--- src/rtl/dmem_arbiter_pkg.sv ---
// Shared definitions for the data-memory arbiter.
//   owner_state_e     : owner FSM encoding (IDLE / OWN0 / OWN1)
//   MAX_BURST_DEFAULT : default burst limit before a forced handover
//   BURST_CNT_W       : burst counter width (holds up to 15)
package dmem_arbiter_pkg;

   typedef enum logic [1:0] {
      IDLE = 2'd0,
      OWN0 = 2'd1,
      OWN1 = 2'd2
   } owner_state_e;

   localparam int MAX_BURST_DEFAULT = 4;
   localparam int BURST_CNT_W       = 4;

endpackage

--- src/rtl/arb_burst_counter.sv ---
// Burst counter for the data-memory arbiter.
// Counts granted accesses made by the current owner. It saturates at
// MAX_BURST and returns to zero whenever the owner state changes.
//   clk_i   : clock
//   rst_ni  : asynchronous active-low reset
//   clear_i : owner state changes this cycle
//   inc_i   : one access is granted this cycle
//   cnt_o   : grants already made in this ownership (registered)
//   limit_o : this cycle's grant is the MAX_BURST-th or a later one
module arb_burst_counter
   import dmem_arbiter_pkg::*;
#(
   parameter int MAX_BURST = MAX_BURST_DEFAULT
) (
   input  logic                   clk_i,
   input  logic                   rst_ni,
   input  logic                   clear_i,
   input  logic                   inc_i,
   output logic [BURST_CNT_W-1:0] cnt_o,
   output logic                   limit_o
);

   localparam logic [BURST_CNT_W-1:0] CNT_LAST = BURST_CNT_W'(MAX_BURST - 1);
   localparam logic [BURST_CNT_W-1:0] CNT_SAT  = BURST_CNT_W'(MAX_BURST);

   logic [BURST_CNT_W-1:0] cnt_q, cnt_d;

   // Once saturated, every further grant is still "at the limit", so a
   // late request from the other master is served immediately.
   assign limit_o = inc_i && (cnt_q >= CNT_LAST);
   assign cnt_o   = cnt_q;

   always_comb begin
      cnt_d = cnt_q;
      if (clear_i) begin
         cnt_d = '0;
      end else if (inc_i && (cnt_q < CNT_SAT)) begin
         cnt_d = cnt_q + 4'd1;
      end
   end

   always_ff @(posedge clk_i or negedge rst_ni) begin
      if (!rst_ni) begin
         cnt_q <= '0;
      end else begin
         cnt_q <= cnt_d;
      end
   end

endmodule

--- src/rtl/dmem_arbiter.sv ---
// Two-master arbiter for a data memory with synchronous write and
// combinational read. The owner FSM grants one master per cycle. A tie in
// IDLE goes to the master that was not granted last. An owner is forced to
// hand over after MAX_BURST consecutive grants if the other master waits.
// Read data is registered and signalled by a one-cycle rvalid pulse.
//   clk, rst (async, active-low)
//   mX_req/we/addr/wdata   : master X request inputs
//   mX_gnt                 : master X access is performed this cycle
//   mX_rvalid/rdata        : master X read response (one cycle after grant)
//   mem_a/mem_we/mem_wd    : memory request, zero when nothing is granted
//   mem_rd                 : memory read data
//   state_o/burst_cnt_o    : debug view of owner FSM and burst counter
//
// Handshake: a request is held on mX_req until mX_gnt is seen high. Each
// cycle with mX_gnt high performs exactly one access. A granted read
// returns its data with mX_rvalid high on the following cycle only.
module dmem_arbiter
   import dmem_arbiter_pkg::*;
#(
   parameter int MAX_BURST = MAX_BURST_DEFAULT,
   parameter int AW        = 32,
   parameter int DW        = 32
) (
   input  logic                   clk,
   input  logic                   rst,
   input  logic                   m0_req,
   input  logic                   m0_we,
   input  logic [AW-1:0]          m0_addr,
   input  logic [DW-1:0]          m0_wdata,
   input  logic                   m1_req,
   input  logic                   m1_we,
   input  logic [AW-1:0]          m1_addr,
   input  logic [DW-1:0]          m1_wdata,
   output logic                   m0_gnt,
   output logic                   m1_gnt,
   output logic                   m0_rvalid,
   output logic                   m1_rvalid,
   output logic [DW-1:0]          m0_rdata,
   output logic [DW-1:0]          m1_rdata,
   output logic [AW-1:0]          mem_a,
   output logic                   mem_we,
   output logic [DW-1:0]          mem_wd,
   input  logic [DW-1:0]          mem_rd,
   output owner_state_e           state_o,
   output logic [BURST_CNT_W-1:0] burst_cnt_o
);

   owner_state_e   state_q, state_d;
   logic           last_owner_q, last_owner_d;
   logic           rvalid0_q, rvalid1_q;
   logic [DW-1:0]  rdata0_q, rdata1_q;
   logic           cnt_clear, cnt_limit;

   // A grant needs both ownership and a live request. This means a request
   // dropped in the cycle the state moves to its OWN state gets nothing.
   assign m0_gnt = (state_q == OWN0) && m0_req;
   assign m1_gnt = (state_q == OWN1) && m1_req;

   always_comb begin
      mem_a  = '0;
      mem_we = 1'b0;
      mem_wd = '0;
      if (m0_gnt) begin
         mem_a  = m0_addr;
         mem_we = m0_we;
         mem_wd = m0_wdata;
      end else if (m1_gnt) begin
         mem_a  = m1_addr;
         mem_we = m1_we;
         mem_wd = m1_wdata;
      end
   end

   always_comb begin
      state_d = state_q;
      case (state_q)
         IDLE: begin
            if (m0_req && m1_req) state_d = last_owner_q ? OWN0 : OWN1;
            else if (m0_req)      state_d = OWN0;
            else if (m1_req)      state_d = OWN1;
         end
         OWN0: begin
            if (!m0_req)                 state_d = m1_req ? OWN1 : IDLE;
            else if (cnt_limit && m1_req) state_d = OWN1;
         end
         OWN1: begin
            if (!m1_req)                 state_d = m0_req ? OWN0 : IDLE;
            else if (cnt_limit && m0_req) state_d = OWN0;
         end
         default: state_d = IDLE;
      endcase
   end

   always_comb begin
      last_owner_d = last_owner_q;
      if (m0_gnt)      last_owner_d = 1'b0;
      else if (m1_gnt) last_owner_d = 1'b1;
   end

   assign cnt_clear = (state_d != state_q);

   arb_burst_counter #(
      .MAX_BURST (MAX_BURST)
   ) u_burst_counter (
      .clk_i   (clk),
      .rst_ni  (rst),
      .clear_i (cnt_clear),
      .inc_i   (m0_gnt | m1_gnt),
      .cnt_o   (burst_cnt_o),
      .limit_o (cnt_limit)
   );

   // last_owner resets to 1 so that m0 wins the first tie.
   always_ff @(posedge clk or negedge rst) begin
      if (!rst) begin
         state_q      <= IDLE;
         last_owner_q <= 1'b1;
         rvalid0_q    <= 1'b0;
         rvalid1_q    <= 1'b0;
         rdata0_q     <= '0;
         rdata1_q     <= '0;
      end else begin
         state_q      <= state_d;
         last_owner_q <= last_owner_d;
         rvalid0_q    <= m0_gnt && !m0_we;
         rvalid1_q    <= m1_gnt && !m1_we;
         if (m0_gnt && !m0_we) rdata0_q <= mem_rd;
         if (m1_gnt && !m1_we) rdata1_q <= mem_rd;
      end
   end

   assign m0_rvalid = rvalid0_q;
   assign m1_rvalid = rvalid1_q;
   assign m0_rdata  = rdata0_q;
   assign m1_rdata  = rdata1_q;
   assign state_o   = state_q;

endmodule

--- config.mk ---
export PLATFORM = sky130hd
export DESIGN_NAME = dmem_arbiter
export DESIGN_NICKNAME = d
export VERILOG_FILES = /design/src/rtl/dmem_arbiter_pkg.sv /design/src/rtl/arb_burst_counter.sv /design/src/rtl/dmem_arbiter.sv
export SDC_FILE = /design/constraint.sdc
export NUM_CORES = 1
export LEC_CHECK = 0
export CAP_MARGIN = 25
export CORE_AREA = 5 5 115 117
export DETAILED_ROUTE_END_ITERATION = 10
export DIE_AREA = 0 0 120 122
export GPL_TIMING_DRIVEN = 0
export PLACE_DENSITY = 0.84
export SETUP_SLACK_MARGIN = 0.3
export SLEW_MARGIN = 0
export SYNTH_ARGS = -nofsm -noshare
export SYNTH_HDL_FRONTEND = slang
export SYNTH_SLANG_ARGS = --single-unit
--- constraint.sdc ---
create_clock -name clk -period 1.8 [get_ports clk]
set_clock_uncertainty 0.15 [all_clocks]
set_input_delay 0.36 -clock clk [delete_from_list [all_inputs] [get_ports clk]]
set_output_delay 0.36 -clock clk [all_outputs]
set_load 0.02 [all_outputs]
After elaboration in Yosys (flattened, before gate mapping)
Cells that the tools add are included.
{"block": "word_totals", "regBits": 73, "output_inout_bits": 139, "in_bits": 166}
{"block": "classes", "bitwise_logic": 1, "addsub": 1, "eq_ne": 3, "n_lt_le_gt_ge": 2, "reduce_logical": 14, "mux": 21}
{"operator": "$mux W32", "count": 4}
{"operator": "$mux W2", "count": 9}
{"operator": "$logic_and A1 B1 Y1", "count": 9}
{"operator": "$mux W4", "count": 2}
{"operator": "$pmux W2 S3", "count": 1}
{"operator": "$mux W1", "count": 5}
{"operator": "$add A4 B1 Y4 const B", "count": 1}
{"operator": "$ge A4 B2 Y1 const B", "count": 1}
{"operator": "$lt A4 B3 Y1 const B", "count": 1}
{"operator": "$reduce_bool A2 Y1", "count": 2}
{"operator": "$eq A2 B1 Y1 const B", "count": 1}
{"operator": "$eq A2 B2 Y1 const B", "count": 1}
{"operator": "$logic_not A1 Y1", "count": 2}
{"operator": "$logic_not A2 Y1", "count": 1}
{"operator": "$ne A2 B2 Y1", "count": 1}
{"operator": "$or A1 B1 Y1", "count": 1}

Longest topological paths before layout
{"block": "logic_depth", "ltp_word": 10, "ltp_mapped": 6, "mapped_depth_nobuf": 5}

Cells and area by module
Synthesis repeated with hierarchy kept, for this count alone.
{"block": "unflattened", "hier_cells": 410, "hier_area_um2": 3922.5}
{"mod": "dmem_arbiter", "instances": 1, "seq_area_each_um2": 1727.9, "cells_per_inst": 393, "area_per_inst_um2": 3714.8}
{"mod": "arb_burst_counter", "instances": 1, "seq_area_each_um2": 100.1, "cells_per_inst": 17, "area_per_inst_um2": 207.7}

Least setup slack after synthesis
OpenSTA, ideal clock, no wires.
{"block": "synth_timing", "kind": "reg-to-output", "start": "register state_q[0], in the netlist state_o[0]", "end": "output mem_a[0]", "path_stages_with_launch": 7, "arrival_ns": 1.492, "slack_ns": -0.202, "required_time_ns": 1.290, "cell_sequence": "dfrtp_1 buf_2 nand3b_4 inv_2 buf_2 buf_4 a22o_1"}
{"block": "synth_via", "elab_chain_cells": 4, "elab_cells_between_ends": 6}
{"element": "from (decl)", "line": "dmem_arbiter.sv:48", "rtl": "owner_state_e state_q, state_d;"}
{"element": "from (signal assigned)", "line": "dmem_arbiter.sv:123", "rtl": "state_q <= state_d;"}
{"element": "$eq A2 B2 Y1", "line": "dmem_arbiter.sv:57", "rtl": "assign m1_gnt = (state_q == OWN1) && m1_req;"}
{"element": "$logic_and A1 B1 Y1", "line": "dmem_arbiter.sv:57"}
{"element": "$mux W32", "line": "dmem_arbiter.sv:67", "rtl": "end else if (m1_gnt) begin"}
{"element": "$mux W32 *", "line": "dmem_arbiter.sv:63", "rtl": "if (m0_gnt) begin"}
{"element": "to (decl)", "line": "dmem_arbiter.sv:40", "rtl": "output logic [AW-1:0] mem_a,"}
Every way passes the cells marked *; elsewhere a longest branch is shown, timed or not.

Worst setup path in the final report
{"block": "layout_timing", "start": "register state_q[0], in the netlist state_o[0]", "end": "output mem_wd[0]"}
{"block": "layout_via", "elab_chain_cells": 4, "elab_cells_between_ends": 6}
{"element": "$eq A2 B2 Y1", "line": "dmem_arbiter.sv:57"}
{"element": "$logic_and A1 B1 Y1", "line": "dmem_arbiter.sv:57"}
{"element": "$mux W32", "line": "dmem_arbiter.sv:67"}
{"element": "$mux W32 *", "line": "dmem_arbiter.sv:63"}
{"element": "to (decl)", "line": "dmem_arbiter.sv:42", "rtl": "output logic [DW-1:0] mem_wd,"}
Marks and branches as above.

==> flow_metrics.py <==
metrics = {
    "run_status": {
        "status": "complete, but fails checks",
        "violations": "negative setup slack",
    },
    "critical_path": {
        "cp-startpoint": "state_o[0]",
        "cp_top_family": "buffers and inverters",
        "cp.required_ps": 1290,
        "r2r-end": "m1_rdata[1]",
        "cp.arrival_ps": 1700,
        "path_buf_inv": 4,
        "setup.worst_path.class": "flop to output pin",
        "r2r_cells": 8,
        "path_cells": "buf_6, nand3b_4, inv_6, bufbuf_16, a22o_1, buf_6",
        "crit_top_cell": "buf_6",
        "worstPathMaxFanout": 5,
        "cpMaxStageDelayCell": "dfrtp_2",
        "crit_end": "mem_wd[0]",
        "reg2reg_from": "state_o[0]",
        "reg2reg_slack_ps": -240,
        "worstSetupPathDepth": 6,
        "cp-start-kind": "flop",
        "cp-end-kind": "output pin",
        "critPathMaxStageDelay_ps": 410,
    },
    "cts": {
        "cts_inserted_buffers": 9,
        "cts_htree_levels": 3,
        "cts.sinks": 73,
        "holdBufCountCts": 0,
        "cts_tree": "built",
        "worstSkewPairLatency_ps": 330,
        "clk_pin_slew_ps": 60,
        "cts_buffer_depth": 2,
        "cts_root_buffer": "clkbuf_16",
    },
    "synth": {
        "synth.net_count": 425,
        "post_synth_num_cell_types": 26,
        "synthesis.area_sq_um": 3520,
        "synth_cells": 258,
        "seq_area_frac_synth_pct": 51.9,
        "avgSynthCellArea_sq_um": 13.6,
        "synth_seq_cells": 73,
        "yosys_warnings": 0,
    },
    "routing": {
        "avgViaCountPerCell": 4.92,
        "first_pass_iters": 4,
        "wl_per_cell_um": 22.4,
        "drtIter0Drc": 134,
        "route.antenna.remaining_nets": 0,
        "routed_wl_um": 17200,
        "num_vias": 3782,
        "route.detailed.drc": 0,
    },
    "global_route": {
        "grt_antenna_before_repair": 2,
        "grt_pass1_wl_um": 24200,
        "grt_use_total_pct": 21.4,
        "grt_pass1_vias": 4127,
        "grt-ovfl-total": 0,
        "grt_start_max_net_pins": 74,
    },
    "cells_and_area": {
        "instances_no_fill": 768,
        "antenna_cells": 0,
        "stdcell_area_sq_um": 8420,
        "layout.nets": 780,
        "area_growth_syn_to_layout_pct": 139,
        "drive_above_1_share_pct": 57.8,
    },
    "floorplanning": {
        "fp.dieW_um": 120,
        "dieArea_sq_um": 14600,
        "die_h_um": 122,
        "core-area_sq_um": 12300,
        "start_util_pct": 28.7,
        "rows": 41,
        "io_pins": 305,
    },
    "power": {
        "vdd_drop_max_v": 0.000814,
        "power_w": 0.00847,
        "cellLeakagePower_nw": 3.98,
        "powerDensity_nw_per_um2": 1010,
    },
    "sta": {
        "post-route-period-util_pct": 123,
        "setup_ws_ps": -407,
        "tightest_slew_ps": 915,
        "fin_crit_ps": 2210,
        "finalSetupTns_ps": -33010,
        "hold_viol": 0,
        "relSlewSlack_pct": 39.0,
        "fmax_mhz": 453,
        "setup_viol": 132,
        "slew_violations": 0,
        "rsz0062_at_grt": "true",
        "hold_slack_ps": 13.4,
    },
    "placement": {
        "placedCellCount": 712,
        "dpl-instance-area_sq_um": 7600,
        "place.gp.congestion": 0.893,
        "port_buffers": 304,
        "dp_hpwl_um": 12400,
    },
    "job": {
        "cap_violations": 0,
    },
    "worst_hold_path": {
        "hold_class": "input pin to asynchronous set/reset pin",
    },
}
-- how the worst min path moves through the flow --
stage	depth (start not counted)	to	from
after global placement	2	last_owner_q	last_owner_q
after detailed placement	2	last_owner_q	last_owner_q
after floorplan	0	m0_rdata[0]	rst
after global routing	1	m1_rdata[20]	rst
after CTS	1	m1_rdata[20]	rst
final	1	m1_rdata[19]	rst
-- logic make-up after synthesis --
logic type	after synthesis	synth area share [%]
and+or+nand+nor	17	3.48
AOI/OAI and AO/OA	77	18.3
muxes	65	20.8
xor gates and xnor gates	1	0.249
buffers and inverters	24	4.90
DFF	73	51.9
adders and majority gates	1	0.355
-- timing repair --
item | in CTS | in global routing
pin swaps | 7 | 6
endpoints found under the hold margin | 0 | 0
setup buffers | 22 | 9
setup endpoints to repair | 211 | 192
gates cloned | 6 | 3
resized for setup | 663 | 76
-- sequential cells by signal (all words and copies together), names as in the netlist --
| signal | flops |
|---|---|
| m0_rdata | 32 |
| u_burst_counter.cnt_o | 4 |
| m1_rvalid | 1 |
| state_o | 2 |
| m0_rvalid | 1 |
| last_owner_q | 1 |
| m1_rdata | 32 |
-- final cells by class --
class | count | area, sq um
clock inverters | 4 | 28.8
flip-flops and latches | 73 | 1830
well taps | 150 | 188
clock buffers | 12 | 246
inverters | 3 | 23.8
plain buffers | 21 | 393
multi-input cells | 161 | 2320
repair buffers | 344 | 3380
fillers | 866 | 3840
-- stage by stage --
stage / setup WS [ps] / util, %
CTS: -401 / 68.8
global route: -465 / 68.6
detailed placement: -1130 / 62.0
floorplan: -1.10 / -
global placement: -2360 / 62.0
finish: -407 / 68.6
-- power by group --
group | switching (W) | internal [W] | total, W
Sequential | 0.000368 | 0.00225 | 0.00262
Clock | 0.000678 | 0.000971 | 0.00165
Combinational | 0.00195 | 0.00226 | 0.00421
-- placed cells by master (no fill, tap or decap), types with 8 or more instances in the layout --
| master | count |
|---|---|
| mux2_4 | 59 |
| dfrtp_1 | 67 |
| clkdlybuf4s50_1 | 162 |
| buf_12 | 21 |
| clkdlybuf4s15_2 | 8 |
| a22o_4 | 61 |
| buf_4 | 26 |
| buf_6 | 72 |
| buf_2 | 60 |
| clkbuf_16 | 12 |
-- per-layer routing --
| layer | vias up | part of all wire (%) | global-route usage (%) |
|---|---|---|---|
| li1 | 1705 | - | - |
| met1 | 1845 | 38 | 25.2 |
| met2 | 194 | 52 | 37.2 |
| met3 | 34 | 8.0 | 7.24 |
| met4 | 4 | 2.1 | 6.08 |
| met5 | - | 0.20 | 0 |
-- Yosys cell counts --
library cell	n	area [sq um]
o21ai_0	1	5.00
o21ai_2	1	8.76
mux2_2	35	394
buf_4	10	75.1
dfrtp_1	72	1800
ha_1	1	12.5
dfstp_2	1	26.3
a22o_1	66	578
nand3b_4	2	40.0
inv_1	1	3.75
nor3_1	3	15.0
mux2i_1	1	10.0
mux2_1	29	327
buf_2	6	30.0
nor2b_1	1	6.26
buf_6	5	56.3
inv_2	2	7.51
a221oi_1	1	8.76
a21oi_1	6	30.0
nand2_1	2	7.51
nor2_4	2	22.5
a21o_1	2	15.0
or3_1	1	6.26
xor2_1	1	8.76
nor4_1	1	6.26
nor2_1	5	18.8
No activity file was read; power rests on OpenSTA's default activity.
